==> src/rtl/clk_div_ctrl.sv <==
// Divide-by-2^N clock generator whose exponent can be changed at runtime;
// a new exponent only takes effect at the end of a complete output period.
module clk_div_ctrl #(
  parameter int MAX_N     = 8,
  parameter int DEFAULT_N = 5,
  parameter int NW        = $clog2(MAX_N + 1)
) (
  input  logic          clk_in,
  input  logic          rst,
  input  logic          enable,
  input  logic          cfg_valid,
  input  logic [NW-1:0] cfg_n,
  output logic          cfg_ready,
  output logic          cfg_done,
  output logic          cfg_err,
  output logic [NW-1:0] cur_n,
  output logic          clk_out,
  output logic          tick
);

  typedef enum logic [0:0] {
    IDLE = 1'b0,
    PEND = 1'b1
  } state_t;

  localparam logic [NW-1:0] DEF_N   = NW'(DEFAULT_N);
  localparam logic [NW-1:0] MAX_NV  = NW'(MAX_N);
  localparam logic [NW-1:0] ONE_N   = NW'(1);

  // All-ones mask over the low n bits of the counter (n = MAX_N gives all ones).
  function automatic logic [MAX_N-1:0] period_mask(input logic [NW-1:0] n);
    logic [MAX_N:0] full;
    full = ({{MAX_N{1'b0}}, 1'b1} << n) - {{MAX_N{1'b0}}, 1'b1};
    return full[MAX_N-1:0];
  endfunction

  function automatic logic [MAX_N-1:0] half_bit(input logic [NW-1:0] n);
    return {{(MAX_N-1){1'b0}}, 1'b1} << (n - ONE_N);
  endfunction

  state_t           state_q, state_d;
  logic [MAX_N-1:0] cnt_q, cnt_d;
  logic [NW-1:0]    cur_n_q, cur_n_d;
  logic [NW-1:0]    pend_n_q, pend_n_d;
  logic             clk_out_q, clk_out_d;
  logic             ready_q, ready_d;
  logic             done_q, done_d;
  logic             err_q, err_d;

  logic [MAX_N-1:0] mask_s;
  logic             at_end_s;
  logic             legal_s;
  logic             commit_s;

  // Period-end detection on the low cur_n bits, plus request legality.
  always_comb begin
    mask_s   = period_mask(cur_n_q);
    at_end_s = ((cnt_q & mask_s) == mask_s);
    legal_s  = (cfg_n >= ONE_N) && (cfg_n <= MAX_NV);
    commit_s = (state_q == PEND) && enable && at_end_s;
  end

  // Next-state logic: handshake, commit sequencing and the period counter.
  always_comb begin
    state_d  = state_q;
    pend_n_d = pend_n_q;
    cur_n_d  = cur_n_q;
    done_d   = 1'b0;
    err_d    = 1'b0;

    case (state_q)
      IDLE: begin
        if (cfg_valid) begin
          if (legal_s) begin
            pend_n_d = cfg_n;
            state_d  = PEND;
          end else begin
            err_d = 1'b1;
          end
        end else begin
          state_d = IDLE;
        end
      end
      PEND: begin
        if (commit_s) begin
          cur_n_d = pend_n_q;
          done_d  = 1'b1;
          state_d = IDLE;
        end else begin
          state_d = PEND;
        end
      end
      default: begin
        state_d = IDLE;
      end
    endcase

    // Commit restarts the counter so the new period begins with a full low phase.
    if (commit_s) begin
      cnt_d = {MAX_N{1'b0}};
    end else if (enable) begin
      if (at_end_s) begin
        cnt_d = {MAX_N{1'b0}};
      end else begin
        cnt_d = (cnt_q + {{(MAX_N-1){1'b0}}, 1'b1}) & mask_s;
      end
    end else begin
      cnt_d = cnt_q & mask_s;
    end

    clk_out_d = |(cnt_d & half_bit(cur_n_d));
    ready_d   = (state_d == IDLE);
  end

  // State and registered outputs.
  always_ff @(posedge clk_in or posedge rst) begin
    if (rst) begin
      state_q   <= IDLE;
      cnt_q     <= {MAX_N{1'b0}};
      cur_n_q   <= DEF_N;
      pend_n_q  <= DEF_N;
      clk_out_q <= 1'b0;
      ready_q   <= 1'b1;
      done_q    <= 1'b0;
      err_q     <= 1'b0;
    end else begin
      state_q   <= state_d;
      cnt_q     <= cnt_d;
      cur_n_q   <= cur_n_d;
      pend_n_q  <= pend_n_d;
      clk_out_q <= clk_out_d;
      ready_q   <= ready_d;
      done_q    <= done_d;
      err_q     <= err_d;
    end
  end

  assign cfg_ready = ready_q;
  assign cfg_done  = done_q;
  assign cfg_err   = err_q;
  assign cur_n     = cur_n_q;
  assign clk_out   = clk_out_q;
  assign tick      = enable & at_end_s;

endmodule

==> config.mk <==
export PLATFORM = sky130hd
export DESIGN_NAME = clk_div_ctrl
export DESIGN_NICKNAME = d
export VERILOG_FILES = /design/src/rtl/clk_div_ctrl.sv
export SDC_FILE = /design/constraint.sdc
export NUM_CORES = 1
export LEC_CHECK = 0
export CAP_MARGIN = 20
export CELL_PAD_IN_SITES_DETAIL_PLACEMENT = 0
export CELL_PAD_IN_SITES_GLOBAL_PLACEMENT = 1
export CORE_ASPECT_RATIO = 2
export CORE_MARGIN = 2
export CORE_UTILIZATION = 42
export CTS_CLUSTER_DIAMETER = 100
export DETAILED_ROUTE_END_ITERATION = 10
export HOLD_SLACK_MARGIN = 0.06
export PLACE_DENSITY_LB_ADDON = 0.1
export SLEW_MARGIN = 30
export SYNTH_ARGS = -nofsm -noshare
export SYNTH_HDL_FRONTEND = slang
export SYNTH_SLANG_ARGS = --single-unit
==> constraint.sdc <==
create_clock -name clk_in -period 3.8 [get_ports clk_in]
set_input_delay 1.14 -clock clk_in [delete_from_list [all_inputs] [get_ports clk_in]]
set_output_delay 1.14 -clock clk_in [all_outputs]
set_load 0.005 [all_outputs]
==> metrics.md, run 1 <==
| Metric | Value |
|---|---|
| Top cells by area, synth | `dfrtp_1 29%, dfstp_2 9.6%, mux2_2 4.1%` |
| CP bufs+invs | `3` |
| CTS tree | `done` |
| Critical path peak fanout | `5` |
| Synth Warn # | `0` |
| Placed Area | `1599 sq um` |
| Starting Density | `43.66%` |
| Core box area | `3120 sq um` |
| Io pins | `17` |
| Die area | `3743 sq um` |
| Worst path max stage delay | `560 ps` |
| Pins Over Slew Limit | `0` |
| H-tree levels | `1` |
| Synth area leader | `dfrtp_1` |
| Synth-to-layout area growth | `28.74%` |
| Design Area, Final | `1754 sq um` |
| WHS | `489.5 ps` |
| Share of cells above drive strength 1 | `31.40%` |
| Main flop type after synthesis | `dfrtp_1` |
| # placed instances | `190` |
| Largest net degree at the start of global routing | `22` |
| Cell Area, Synth | `1363 sq um` |
| Root buffer cell | `clkbuf_8` |
| Top delay family on crit path | `simple AND/OR/NAND/NOR gates` |
| Maximum clock frequency | `0.2699 GHz` |
| Critical Path Start Type | `register` |
| EDFF count, synth | `0` |
| Setup Skew | `1.045 ps` |
| # rows | `29` |
| CTS buffer count | `3` |
| VDD IR max | `0.0004160 V` |
| Leading cell types by count after synthesis | `16 x dfrtp_1, 12 x inv_1, 8 x nor3_1` |
| PortBufs | `16` |
| Drt pass-1 iters | `4` |
| Drt drc | `0` |
| Finish-stage setup viols | `0` |
| Worst min-delay path category | `register to register` |
| Critical-path top delay cell | `or4_4` |
| Status | `complete, no violations` |
| PD cells | `853.3 nW/um^2` |
| Die H | `84.55 microns` |
| Hold Crit Start | `state_q` |
| GRT Residual Overflow | `0` |
| Total Routed Length | `3711 microns` |
| Slew margin rel. | `44.44%` |
| Dpl hpwl | `2777 microns` |
| Crit. path cell count | `9` |
| WL per Instance | `18.28 microns` |
| Finished Layout Cells | `203` |
| Via/cell ratio | `5.936` |
| Nets | `183` |
| Crit path kind | `register to output port` |
| Initial antenna violation count | `0` |
| Final critical-path share of the clock period | `97.49%` |
| Via Count | `1205` |
| Syn Nets | `148` |
| Post-route ant nets | `0` |
| Clock sink total | `21` |
| DR iter-0 viols | `37` |
| Worst Reg-to-Reg Cells | `12` |
| CTS max path bufs | `2` |
| Syn Area/Cell | `9.874 sq um` |
| Clk pin slew, worst setup/hold paths | `80 ps` |
| MaxCap Viol Count | `0` |
| Layout Utilization | `56.21%` |
| Top-count cell post-synth | `dfrtp_1` |
| Minimum clock period | `3705 ps` |
| Ys async rst share | `100.0%` |
| Worst-margin pin slew | `832.6 ps` |
| Worst EP arrival | `2560 ps` |
| Routability cong. | `0.8354` |
| Die width | `44.28 microns` |
| Sequential area share after synthesis | `39.03%` |
| Fill count | `293` |
| Worst path required time | `2660 ps` |
| CP Launch Point | `cur_n[1]` |
| Antenna diode count | `0` |
| #FFs+latches synth | `21` |
| Fin. Hold Viols | `0` |
| Final setup TNS | `0 ps` |
| Min-Delay Path Depth | `1` |
| Total track usage | `22.57%` |
| Reg-to-reg setup timing slack | `420 ps` |
| Worst-Skew Late Latency | `270 ps` |
| Vias in the first global route | `1311` |
| Top-area cell type share of the netlist area | `29.38%` |
| Worst R2R Start | `cur_n[1]` |
| P_leak | `0.7718 nW` |
| Synth Instances | `138` |
| First-pass GRT wire length | `6106 microns` |
| Worst setup EP type | `output port` |
| CP cell instances | `nor4_4, inv_2, ha_4, or4_4, a211oi_4, a211oi_2, nand3_2, inv_4, dlygate4sd2_1` |
| Library cells used by synthesis | `47` |
[final timing paths]
path	endpoint
setup / recovery	tick
hold / removal	cfg_ready
setup reg to reg	clk_out
hold reg to reg	cfg_ready
max in group asynchronous	cur_n[3]
min in group asynchronous	cnt_q[0]
[cell usage in the layout (no fill, tap or decap), drive strengths merged, types with 2 or more instances in the layout]
| master | instances |
|---|---|
| buf | 20 |
| dfrtp | 16 |
| clkdlybuf4s50 | 15 |
| inv | 13 |
| nor3 | 8 |
| nor2 | 8 |
| nand2 | 7 |
| a21oi | 7 |
| o21ai | 5 |
| mux2 | 5 |
| dfstp | 5 |
| nand3 | 5 |
| xnor2 | 4 |
| xor2 | 4 |
| a31oi | 4 |
| a211oi | 4 |
| nor2b | 3 |
| clkbuf | 3 |
| or3 | 2 |
| a21o | 2 |
| mux2i | 2 |
| and3 | 2 |
| nand4 | 2 |
| and2 | 2 |
| a311o | 2 |
| o31ai | 2 |
| nor4 | 2 |
| ha | 2 |
[registers in the layout (all words and copies together), names as in the netlist]
register	flops
cfg_done	1
cfg_err	1
cfg_ready	1
clk_out	1
cnt_q	8
cur_n	4
pend_n_q	4
state_q	1
[layout make-up]
type                            count  area [sq um]  area share (%)
Timing Repair Buffer               36         312.8           17.83
Clock buffer                        3         41.29           2.354
Inverter                           13         51.30           2.924
Multi-Input combinational cell     98         772.0           44.01
Tap cell                           31         38.79           2.211
Clock inverter                      1         5.005          0.2853
Sequential cell                    21         533.0           30.39
[per-layer routing]
metal	share of wire, %	GRT usage, %	vias up
li1	-	-	566
met1	34	21.79	600
met2	61	43.05	28
met3	1.5	1.935	11
met4	4.2	12.40	0
met5	0	0	-
[logic make-up (layout without fill, tap and decap cells)]
family | count (synthesis) | after routing | synth area share [%]
muxes | 7 | 7 | 5.601
DFF | 21 | 21 | 39.03
buffers and inverters | 19 | 53 | 7.071
adders and majority gates | 2 | 2 | 1.836
xor gates and xnor gates | 8 | 8 | 5.142
AOI/OAI and AO/OA | 35 | 35 | 21.67
and+or+nand+nor | 46 | 46 | 19.65
[where the power goes]
part | internal (W) | leakage [nW] | switching (W)
Clock | 0.0000733 | 0.0255 | 0.0000777
Sequential | 0.000318 | 0.258 | 0.0000866
Combinational | 0.000465 | 0.488 | 0.000476
[per-stage QoR]
stage | setup WS [ps] | total power, W
floorplan | 301.2 | 0.0009464
global placement | 79.49 | 0.001197
detailed placement | 74.36 | 0.001202
CTS | 74.43 | 0.001470
global route | -13.44 | 0.001588
finish | 95.29 | 0.001497
[worst register-to-register path: stages (launching register included)]
cell and delay [ps]:
dfrtp_1 420, nor4_4 330, inv_2 80, ha_4 180, or4_4 560, a211oi_4 270, buf_4 160, buf_4 110
a2111oi_2 50, nand3_2 180, mux2i_1 400, o31ai_1 150, a311o_1 390
[what timing repair did]
action / 4_1_cts / 5_1_grt
hold buffers: 0 / 0
setup endpoints to repair: 1 / 1
pin swaps: 5 / 2
setup buffers: 8 / 1
resized for setup: 8 / 2
No activity file was read; power rests on OpenSTA's default activity.
==> run 2: changes to the inputs <==
--- a/config.mk
+++ b/config.mk
@@ -8,13 +8,13 @@
 export CAP_MARGIN = 20
 export CELL_PAD_IN_SITES_DETAIL_PLACEMENT = 0
 export CELL_PAD_IN_SITES_GLOBAL_PLACEMENT = 1
-export CORE_ASPECT_RATIO = 2
+export CORE_ASPECT_RATIO = 0.8
 export CORE_MARGIN = 2
 export CORE_UTILIZATION = 42
 export CTS_CLUSTER_DIAMETER = 100
 export DETAILED_ROUTE_END_ITERATION = 10
 export HOLD_SLACK_MARGIN = 0.06
-export PLACE_DENSITY_LB_ADDON = 0.1
+export PLACE_DENSITY = 0.9
 export SLEW_MARGIN = 30
 export SYNTH_ARGS = -nofsm -noshare
 export SYNTH_HDL_FRONTEND = slang
==> run 2 against run 1 <==
  * Critical path depth grew 1
  * Sequential share of layout area is 0.15 points higher
  * Largest cell class unchanged
  * Combinational power decreased by 7.2%
  * Register-to-register slack better by 60 ps
  * Die area down 0.66%
  * Sequential cell count unchanged
  * Highest routed layer unchanged
==> metrics.md, run 2 (same netlist as run 1, synthesis figures left out) <==
| Metric | Value |
|---|---|
| Drt drc | `0` |
| Core box area | `3085 sq um` |
| Sw power | `0.0006013 W` |
| MaxCap Viol Count | `0` |
| CTS tree | `done` |
| DR iter-0 viols | `85` |
| Critical Path Start Type | `register` |
| Clock sink total | `21` |
| Met3 Use GR | `4.049%` |
| Maximum clock frequency | `0.2733 GHz` |
| Die width | `67.68 microns` |
| Die H | `54.95 microns` |
| Share of cells above drive strength 1 | `28.40%` |
| Met1 Use GR | `27.35%` |
| Design Area, Final | `1742 sq um` |
| Status | `complete, no violations` |
| Final Power | `0.001434 W` |
| # placed instances | `199` |
| First-pass GRT wire length | `5223 microns` |
| Io pins | `17` |
| Sequential Power Share | `28.8%` |
| Gate power share | `60.9%` |
| Max reg flops | `8` |
| WHS | `519.0 ps` |
| Worst-Skew Late Latency | `260 ps` |
| Worst setup EP type | `output port` |
| Finished Layout Cells | `209` |
| Total Routed Length | `3226 microns` |
| Final setup TNS | `0 ps` |
| PD cells | `823.4 nW/um^2` |
| Net Sw Frac | `41.93%` |
| Setup Skew | `1.574 ps` |
| Synth-to-layout area growth | `27.82%` |
| Routability cong. | `0.8535` |
| Die area | `3719 sq um` |
| Clock share of power | `10.2%` |
| # rows | `18` |
| Worst-margin pin slew | `802.7 ps` |
| Worst min-delay path category | `register to register` |
| Starting Density | `44.16%` |
| PortBufs | `16` |
| Total track usage | `19.42%` |
| Slew margin rel. | `46.43%` |
| Most flops, register | `cnt_q` |
| Largest net degree at the start of global routing | `22` |
| Minimum clock period | `3660 ps` |
| H-tree levels | `1` |
| Post-route ant nets | `0` |
| Min-Delay Path Depth | `1` |
| Most used routing layer | `met2` |
| Final critical-path share of the clock period | `96.31%` |
| Root buffer cell | `clkbuf_8` |
| Crit path kind | `register to output port` |
| Pins Over Slew Limit | `0` |
| WL per Instance | `15.44 microns` |
| Nets | `180` |
| Drt pass-1 iters | `4` |
| Vias in the first global route | `1101` |
| Most common cell after layout, fill and taps aside | `buf_4` |
| Critical path peak fanout | `7` |
| Clk pin slew, worst setup/hold paths | `80 ps` |
| CTS buffer count | `3` |
| Worst EP arrival | `2520 ps` |
| Initial antenna violation count | `0` |
| P_leak | `0.7737 nW` |
| CTS max path bufs | `2` |
| Worst Reg-to-Reg Cells | `12` |
| Met2 Resource Use GR | `30.39%` |
| VDD IR max | `0.0003815 V` |
| Worst path required time | `2660 ps` |
| Placed Area | `1610 sq um` |
| Antenna diode count | `0` |
| Via Count | `1167` |
| GRT Residual Overflow | `0` |
| Via/cell ratio | `5.584` |
| Commonest non-fill, non-tap cells in the layout | `17 x buf_4, 16 x dfrtp_1, 15 x clkdlybuf4s50_1, 12 x inv_1, 8 x nor3_1` |
| RSZ-0062 raised after global routing | `no` |
| Internal power | `0.0008328 W` |
| Dpl hpwl | `2336 microns` |
| Finish-stage setup viols | `0` |
| Fin. Hold Viols | `0` |
run 2: layout make-up:
type,count,area [sq um]
fill,267,1344
multi-input combinational,98,772.0
sequential,21,531.8
timing repair buffer,33,290.3
inverter,13,51.30
tap,40,50.05
clock buffer,3,41.29
clock inverter,1,5.005
run 2: metal layers:
layer | wire [microns] | part of all wire, %
met1 | 1441 | 45
met2 | 1492 | 46
met3 | 279 | 8.6
met4 | 12 | 0.37
met5 | 0 | 0
run 2: through the flow:
stage | worst slack [ps] | util [%]
2_1_floorplan | 301.2 | -
3_3_place_gp | 71.45 | 52.19
3_5_place_dp | 67.63 | 52.19
4_1_cts | 7.135 | 55.47
5_1_grt | 23.42 | 56.45
6_report | 140.4 | 56.45
run 2: critical path, cell delays in order (launching register included):
cell and delay [ps]:
dfrtp_1 380, buf_4 150, nor4_4 290, inv_1 110
ha_4 200, or4_4 510, a211oi_4 290, a211oi_2 60
nand3_2 110, inv_4 30, dlymetal6s2s_1 140
run 2: worst paths after layout:
check                       startpoint          end  slack (ps)
max                           cur_n[3]         tick         140
min                        pend_n_q[1]  pend_n_q[1]         520
max reg2reg                   cur_n[3]      clk_out         480
min reg2reg                pend_n_q[1]  pend_n_q[1]         520
max in group asynchronous          rst     cnt_q[7]        1970
min in group asynchronous          rst      state_q        1320
run 2: power groups by stage:
stage	registers, W	clock network [W]	logic (W)
2_1_floorplan	0.000373	0	0.000574
3_3_place_gp	0.000411	0	0.000753
3_5_place_dp	0.000417	0	0.000763
4_1_cts	0.000410	0.000148	0.000837
5_1_grt	0.000426	0.000162	0.000952
6_report	0.000414	0.000146	0.000874
run 2: repair_timing:
| item | CTS | global route |
|---|---|---|
| pin swaps | 0 | 5 |
| buffers inserted | 3 | 3 |
| hold buffers | 0 | 0 |
| setup endpoints to repair | 1 | 1 |
| gates resized for setup | 5 | 2 |
==> run 3: changes to the inputs <==
--- a/config.mk
+++ b/config.mk
@@ -5,16 +5,17 @@
 export SDC_FILE = /design/constraint.sdc
 export NUM_CORES = 1
 export LEC_CHECK = 0
+export ABC_CLOCK_PERIOD_IN_PS = 3000
 export CAP_MARGIN = 20
 export CELL_PAD_IN_SITES_DETAIL_PLACEMENT = 0
 export CELL_PAD_IN_SITES_GLOBAL_PLACEMENT = 1
 export CORE_ASPECT_RATIO = 0.8
 export CORE_MARGIN = 2
-export CORE_UTILIZATION = 42
+export CORE_UTILIZATION = 38
 export CTS_CLUSTER_DIAMETER = 100
 export DETAILED_ROUTE_END_ITERATION = 10
 export HOLD_SLACK_MARGIN = 0.06
-export PLACE_DENSITY = 0.9
+export PLACE_DENSITY = 0.86
 export SLEW_MARGIN = 30
 export SYNTH_ARGS = -nofsm -noshare
 export SYNTH_HDL_FRONTEND = slang
==> constraint.sdc (replaced) <==
create_clock -name clk_in -period 3 [get_ports clk_in]
set_input_delay 0.9 -clock clk_in [delete_from_list [all_inputs] [get_ports clk_in]]
set_output_delay 0.9 -clock clk_in [all_outputs]
set_load 0.005 [all_outputs]
==> run 3 against run 2 <==
  * The flow now finishes with violations (negative setup slack)
  * Sequential power increased by 25%
  * Worst setup slack got worse by 320 ps
  * Core utilization is 2.4 points higher
  * Sequential share of layout area decreased by 4.1 points
  * Count of clock-buffer cells in the layout did not move
  * Critical endpoint unchanged
==> metrics.md, run 3 (same netlist as run 1, synthesis figures left out) <==
| Metric | Value |
|---|---|
| VDD IR max | `0.0004560 V` |
| Nets | `200` |
| Worst EP arrival | `2280 ps` |
| Routability cong. | `0.8873` |
| Finish-stage setup viols | `2` |
| PD cells | `1124 nW/um^2` |
| Via Count | `1288` |
| Clock sink total | `21` |
| Total track usage | `18.51%` |
| Sw power | `0.0009384 W` |
| Design Area, Final | `2016 sq um` |
| Worst Reg-to-Reg Cells | `14` |
| GRT Residual Overflow | `0` |
| Die H | `57.56 microns` |
| Post-route ant nets | `0` |
| Most common cell after layout, fill and taps aside | `buf_4` |
| Gate power share | `69.0%` |
| Antenna diode count | `0` |
| Reg-to-reg setup timing slack | `-70 ps` |
| Commonest non-fill, non-tap cells in the layout | `32 x buf_4, 15 x dfrtp_1, 15 x clkdlybuf4s50_1, 11 x inv_1, 8 x nor3_1` |
| CP Launch Point | `cur_n[3]` |
| First-pass GRT wire length | `5940 microns` |
| P_leak | `0.8709 nW` |
| Share of cells above drive strength 1 | `43.39%` |
| Setup Skew | `4.933 ps` |
| Met1 Use GR | `24.19%` |
| Core box area | `3423 sq um` |
| Failing checks | `negative setup slack` |
| Worst min-delay path category | `register to register` |
| Critical Path Start Type | `register` |
| CP cell instances | `buf_4, nor2_2, nand3_2, ha_4, or4_4, a211oi_4, a211oi_2, nand3_2, inv_4, buf_6` |
| Crit path kind | `register to output port` |
| Worst path required time | `2100 ps` |
| WL per Instance | `16.21 microns` |
| Drt drc | `0` |
| Synth-to-layout area growth | `47.93%` |
| Met3 Use GR | `2.120%` |
| Total Routed Length | `3745 microns` |
| Clock share of power | `8.2%` |
| Drt pass-1 iters | `4` |
| Initial antenna violation count | `0` |
| Status | `finished, violations left` |
| Most frequent CP cell | `nand3_2` |
| Io pins | `17` |
| Most flops, register | `cnt_q` |
| Fin. Hold Viols | `0` |
| Clk pin slew, worst setup/hold paths | `80 ps` |
| CTS max path bufs | `2` |
| RSZ-0062 raised after global routing | `yes` |
| Critical-path top delay cell | `or4_4` |
| MaxCap Viol Count | `0` |
| Worst-margin pin slew | `755.7 ps` |
| Setup slack after layout | `-183.1 ps` |
| Worst R2R End | `clk_out` |
| Worst-Skew Late Latency | `260 ps` |
| Layout Utilization | `58.88%` |
| Slew margin rel. | `49.57%` |
| Root buffer cell | `clkbuf_8` |
| Via/cell ratio | `5.576` |
| Final critical-path share of the clock period | `106.1%` |
| Internal power | `0.001327 W` |
| Final setup TNS | `-253.3 ps` |
| H-tree levels | `1` |
| Pins Over Slew Limit | `0` |
| Die area | `4084 sq um` |
| Placed Area | `1760 sq um` |
| Final Power | `0.002266 W` |
| Hold_buf cts | `0` |
| Worst setup endpoint | `tick` |
| Fill count | `283` |
| Maximum clock frequency | `0.3142 GHz` |
| CTS tree | `done` |
| Minimum clock period | `3183 ps` |
| Starting Density | `39.80%` |
| Largest net degree at the start of global routing | `22` |
| Dpl hpwl | `2554 microns` |
| Worst R2R Start | `cur_n[3]` |
| Most used routing layer | `met2` |
| Die width | `70.95 microns` |
| WHS | `541.1 ps` |
| Max reg flops | `8` |
| Net Sw Frac | `41.42%` |
| PortBufs | `16` |
| Vias in the first global route | `1272` |
| Sequential Power Share | `22.8%` |
| Worst path max stage delay | `450 ps` |
| CTS buffer count | `3` |
| Worst setup EP type | `output port` |
| DR iter-0 viols | `77` |
| Critical path peak fanout | `4` |
| Met2 Resource Use GR | `33.24%` |
| # rows | `19` |
-- run 3: cell types whose count changed in the layout (fill, tap and decap cells not counted), sizes merged --
cell          change
buf              +21
dlymetal6s2s      -1
-- run 3: worst min-delay path by stage --
| stage | end | cells after the start | start | slack (ps) |
|---|---|---|---|---|
| after detailed placement | cfg_ready | 1 | state_q | 490 |
| after CTS | cfg_ready | 1 | state_q | 510 |
| final | cfg_ready | 1 | state_q | 540 |
| after global placement | cfg_ready | 1 | state_q | 470 |
| after floorplan | cfg_ready | 1 | state_q | 450 |
| after global routing | cfg_ready | 1 | state_q | 570 |
-- run 3: layer usage --
layer  wire length (microns)  vias up
li1                        -      606
met1                    1605      622
met2                    1796       52
met3                     272        8
met4                      72        0
met5                       0        -
-- run 3: worst max-delay path: cells and delay by family, from the launching register on --
kind	cells	cell delay, ps
simple gates	4	770
flops	1	440
compound gates	2	340
buf+inv	3	290
fa+ha+maj	1	190
-- run 3: timing repair --
item,in CTS,in global routing
gates resized for setup,18,14
pin swaps,10,9
buffers inserted,7,4
setup endpoints to repair,2,2
-- run 3: cell type report --
cell class	instances	area (sq um)	share of cell area [%]
inverters	13	51.30	2.545
repair buffers	53	457.9	22.72
well taps	42	52.55	2.607
flip-flops and latches	21	533.0	26.44
clock inverters	1	5.005	0.2483
clock buffers	3	41.29	2.048
multi-input cells	98	874.6	43.39
-- run 3: power groups by stage --
stage | sequential [W] | clock [W] | combinational, W
3_3_place_gp | 0.000505 | 0 | 0.00119
4_1_cts | 0.000509 | 0.000189 | 0.00138
3_5_place_dp | 0.000510 | 0 | 0.00121
2_1_floorplan | 0.000473 | 0 | 0.000769
5_1_grt | 0.000530 | 0.000206 | 0.00166
6_report | 0.000517 | 0.000186 | 0.00156
-- run 3: per-stage QoR --
stage	setup WS, ps	std cells
floorplan	-125.2	138
global placement	-252.7	218
detailed placement	-288.1	218
CTS	-237.7	228
global route	-304.1	231
finish	-183.1	231
==> patch 1, RTL diff (settings of run 1) <==
Make the reset (`rst`) synchronous in one clocked block.
--- a/src/rtl/clk_div_ctrl.sv
+++ b/src/rtl/clk_div_ctrl.sv
@@ -113,7 +113,7 @@
   end
 
   // State and registered outputs.
-  always_ff @(posedge clk_in or posedge rst) begin
+  always_ff @(posedge clk_in) begin
     if (rst) begin
       state_q   <= IDLE;
       cnt_q     <= {MAX_N{1'b0}};
Behaviour: differs if rst is asserted again (counterexample within 4 cycles, from zero or initial values and one cycle with rst high); with rst held inactive, the same outputs for 10 cycles.
==> patch 1 against run 1 <==
Setup slack gained 0.31 ns; die area shrank 3.9%; area after synthesis shrank 4.2%; hold slack gained 0.0017 ns; sequential cell count is the same; design area shrank 8.7%; routed wire length shrank 8.2%; count of clock-buffer cells in the layout grew 1; critical path type unchanged; largest cell class unchanged.
Power is left out: it rests on default switching activity, and per cell area and clock period it moved more than threefold.
==> patch 1: results (changes against run 1) <==
synthXorXnorAreaFrac_pct: 6.040  # +0.90 points
clkSlewWorstSetupHoldPaths_ns: 0.08  # about the same
cp_max_fo: 9  # +4
hpwlAfterDp_mm: 2.655  # -4.4%
synthAdderAreaFrac_pct: 1.918  # +0.081 points
timing.rr.end: "clk_out$_SDFF_PP0_"
root_buffer: "clkbuf_8"
arrival_ns: 2.26  # -0.30 ns
route.met3.wl_um: 85  # +49%
clk_latency_ns: 0.26
drive_above_1_share_pct: 17.34  # -14 points
clock_skew_ns: 0.002390  # +0.001345 ns
wl_met2_mm: 1.969  # -12%
reg2reg_slack_ns: 0.73  # +0.31 ns
synth_nets: 161  # +8.8%
routed_wl_mm: 3.406  # -8.2%
synth_flop_cell: "dfxtp_1"
first_pass_iters: 4  # unchanged
ys_seq_area_share_pct: 32.21  # -6.8 points
grt_pass1_wl_mm: 5.858  # -4.1%
hp-start: "pend_n_q[1]$_SDFFE_PP0P_"
cts_inserted_buffers: 3  # unchanged
synth_mux_area_share_pct: 3.452  # -2.1 points
synth_common_cells: "nand2_1, dfxtp_1, nor2_1"
synth_edf_count: 0  # unchanged
viasPerCell: 5.887  # -0.83%
outcome: "complete, no violations"
holdPathEnd: "pend_n_q[1]$_SDFFE_PP0P_"
grt_max_degree: 21  # -4.5%
routed.top_layer: "met4"
antenna_found_initial: 0  # unchanged
holdPathStages: 2  # +1
rr_worst_depth: 12  # unchanged
dr.first_iter.drc_count: 52  # +41%
grt_util_all_layers_pct: 21.10  # -1.5 points
h-tree-depth: 1  # unchanged
synth-compound-area-share_pct: 17.26  # -4.4 points
yosys_warnings: 0  # unchanged
worstSetupStartpoint: "cur_n[2]$_SDFF_PP1_"
grt_pass1_vias: 1237  # -5.6%
nets: 184  # +0.55%
synthTopCellsByArea: "dfxtp_1, nand2_1, xnor2_1"
largest_reg_flops: 8  # unchanged
wl_met1_mm: 1.301  # +4.4%
synth_cell_type_count: 45  # -4.3%
relSlewSlack_pct: 68.57  # +24 points
nFillCells: 293  # unchanged
portBuffers: 16  # unchanged
synthArstFlopShare_pct: 0  # -100 points
place.gp.congestion: 0.8931  # +6.9%
==> patch 1: changes by cell type in the layout (fill, tap and decap cells not counted), sizes merged, moves of 4 or more <==
cell,change
nand2,+16
mux2,-4
nand3,-5
dfxtp,+21
inv,-9
dfrtp,-16
nor2,+6
buf,-9
dfstp,-5
nand3b,+4
==> patch 1: stage by stage <==
| stage | hold slack [ns] | cells | utilization [%] | setup slack [ns] | instance area [µm²] |
|---|---|---|---|---|---|
| after global placement | 0.4817 | 198 | 50.63 | 0.1462 | 1508 |
| after detailed placement | 0.4815 | 198 | 50.63 | 0.1012 | 1508 |
| final | 0.4912 | 203 | 53.78 | 0.4028 | 1602 |
| after CTS | 0.4950 | 202 | 52.48 | 0.01814 | 1563 |
| after floorplan | 0.4490 | 151 | - | 0.6285 | 1305 |
| after global routing | 0.5352 | 203 | 53.78 | 0.2518 | 1602 |
==> patch 1: layer usage <==
layer	up-vias	global-route usage, %
li1	582	-
met3	6	2.174
met2	27	38.26
met4	0	8.815
met5	-	0
met1	580	23.51
==> patch 1: worst max path at each step <==
stage / end / slack (ns) / cells after the start
2_1_floorplan: tick / 0.63 / 9
3_5_place_dp: tick / 0.10 / 4
5_1_grt: tick / 0.25 / 8
4_1_cts: tick / 0.02 / 7
3_3_place_gp: tick / 0.15 / 4
6_report: tick / 0.40 / 8
==> patch 1: critical path, cell delays in order, from the launching register on <==
cell            delay, ns
dfxtp_2              0.37
nor4_4               0.29
inv_1                0.13
ha_4                 0.22
or3_1                0.30
a21o_1               0.22
a21oi_4              0.23
nor4_4               0.07
dlymetal6s2s_1       0.16
==> patch 1: cell families (layout without fill, tap and decap cells) <==
logic type      Yosys count  count (layout)
compound gates           28              28
xor+xnor                  9               9
fa+ha+maj                 2               2
buf+inv                  13              35
flops                    21              21
mux                       4               4
simple gates             74              74
==> patch 1: timing repair <==
item | CTS | global route
gates resized for setup | 2 | 5
setup buffers | 0 | 1
endpoints found under the hold margin | 0 | 0
cloned | 0 | 0
setup endpoints to repair | 1 | 1
pin swaps | 0 | 2
==> patch 1: area by class of cell <==
type | count | area [µm²] | area share, %
Timing Repair Buffer | 27 | 245.2 | 15.31
Sequential cell | 21 | 421.7 | 26.33
Clock buffer | 4 | 45.04 | 2.812
Multi-Input combinational cell | 117 | 837.1 | 52.27
Tap cell | 30 | 37.54 | 2.344
Inverter | 4 | 15.01 | 0.9375
==> patch 2, RTL diff (settings of run 1) <==
Without the edit above. Change the parameter `MAX_N` from 8 to 16.
--- a/src/rtl/clk_div_ctrl.sv
+++ b/src/rtl/clk_div_ctrl.sv
@@ -1,7 +1,7 @@
 // Divide-by-2^N clock generator whose exponent can be changed at runtime;
 // a new exponent only takes effect at the end of a complete output period.
 module clk_div_ctrl #(
-  parameter int MAX_N     = 8,
+  parameter int MAX_N     = 16,
   parameter int DEFAULT_N = 5,
   parameter int NW        = $clog2(MAX_N + 1)
 ) (
Ports: changed (resized cfg_n and cur_n); port bits go from 17 to 19. The function was not compared with the original's and may differ.
==> patch 2 against run 1 <==
The run now ends with setup timing left; utilization decreased by 0.59 points; routed wire length up 100%; synthesized cell count rose by 78%; global-route usage is 6.1 points higher; design area up 61%; setup slack worse by 0.13 ns; sequential cell count up 10; final cell count grew 75%; area after synthesis increased by 61%; critical path type unchanged; total power grew 35%.
==> patch 2: results (changes against run 1) <==
nets: 308  # +68%
synthTopCellsByArea: "dfrtp_1, dfstp_2, nor3_1"
place.gp.congestion: 0.8937  # +7.0%
grt_max_degree: 32  # +45%
synth_nets: 256  # +73%
largest_reg_flops: 16  # +8
violations: "setup timing"
tightest_slew_ns: 0.5084  # -0.3242 ns
clock_skew_ns: 0.005203  # +0.004158 ns
grt_pass1_vias: 2290  # +75%
portBuffers: 18  # +2
ys_seq_area_share_pct: 35.73  # -3.3 points
routed_wl_mm: 7.427  # +100%
antenna_found_initial: 0  # unchanged
grt_pass1_wl_mm: 11.71  # +92%
dp_slack_ns: -0.06209  # -0.1364 ns
viasPerCell: 6.070  # +2.3%
grt_util_all_layers_pct: 28.65  # +6.1 points
static-leakage-power_nw: 1.242  # +61%
yosys_warnings: 0  # unchanged
cts_inserted_buffers: 5  # +2
avgSynthCellArea_um2: 8.932  # -9.5%
cp_slowest_stage_delay_ns: 0.44  # -0.12 ns
setup_slack_ns: -0.03908  # -0.1344 ns
setup_viol_count_final: 2  # +2
synthArstFlopShare_pct: 100.0  # unchanged
ir_worst_vdd_v: 0.0004656  # +12%
hpwlAfterDp_mm: 5.512  # +98%
h-tree-depth: 2  # +1
cp_max_fo: 8  # +3
arrival_ns: 2.70  # +0.14 ns
dr.first_iter.drc_count: 78  # +110%
place_inst: 339  # +78%
num_vias: 2161  # +79%
synth_common_cells: "dfrtp_1, nand2_1, nor3_1"
nFillCells: 495  # +69%
drive_above_1_share_pct: 26.85  # -4.5 points
synth_cell_type_count: 61  # +30%
outcome: "complete, but fails checks"
==> patch 2: cell types whose count changed after synthesis, sizes merged, moves of 4 or more <==
cell | before | now
nand2 | 7 | 18
o21ai | 5 | 11
nand2b | 1 | 5
nand3 | 5 | 12
xor2 | 4 | 9
dfrtp | 16 | 26
clkbuf | 0 | 4
xnor2 | 4 | 8
nor2 | 8 | 15
nand4 | 2 | 7
nor3 | 8 | 18
==> patch 2: repair_timing <==
action	in CTS	in global routing
gates resized for setup	8	9
buffers inserted	8	1
pin swaps	8	9
gates cloned	0	0
endpoints found under the setup margin	1	2
==> patch 2: layer usage <==
layer  part of all wire (%)  global-route usage, %
met2                     55                  49.40
met3                    3.7                  3.792
met5                      0                      0
met1                     32                  28.66
met4                    8.8                  21.43
==> patch 2: cell families after synthesis <==
kind of cell	synth area share, %
AOI/OAI and AO/OA	17.38
and+or+nand+nor	27.67
buffers and inverters	5.603
muxes	5.660
adders and majority gates	1.143
xor gates and xnor gates	6.804
DFF	35.73
==> patch 2: cell type report <==
cell class                 count  area, µm²  area share (%)
inverter                      14      55.05           1.943
multi-input combinational    188       1350           47.66
tap                           58      72.57           2.562
timing repair buffer          57      473.0           16.70
clock buffer                   8      100.1           3.534
sequential                    31      782.0           27.61
==> patch 2: path summary, 6_finish.rpt <==
path | startpoint | endpoint | slack (ns) | cells past startpoint
max in group asynchronous | rst | cur_n[2]$_DFF_PP1_ | 2.21 | 3
min reg2reg | pend_n_q[3]$_DFFE_PP0P_ | pend_n_q[3]$_DFFE_PP0P_ | 0.56 | 1
min | pend_n_q[3]$_DFFE_PP0P_ | pend_n_q[3]$_DFFE_PP0P_ | 0.56 | 1
max reg2reg | cur_n[3]$_DFF_PP0_ | clk_out$_DFF_PP0_ | -0.02 | 21
min in group asynchronous | rst | cfg_err$_DFF_PP0_ | 1.25 | 3
max | cur_n[3]$_DFF_PP0_ | tick | -0.04 | 11
==> patch 2: stage by stage <==
step | hold WS [ns] | util, % | TNS [ns] | cell area (µm²)
detailed placement | 0.5466 | 51.15 | -0.06209 | 2605
global placement | 0.5471 | 51.15 | -0.05159 | 2605
CTS | 0.5619 | 54.77 | 0 | 2789
finish | 0.5597 | 55.63 | -0.05934 | 2833
global route | 0.5838 | 55.63 | -0.3573 | 2833
floorplan | 0.5049 | - | 0 | 2211
==> patch 2: report_power, final <==
group / switching, mW / total, mW / internal [mW]
Clock: 0.124 / 0.289 / 0.165
Sequential: 0.0720 / 0.482 / 0.410
Combinational: 0.651 / 1.25 / 0.600
Total: 0.847 / 2.02 / 1.18
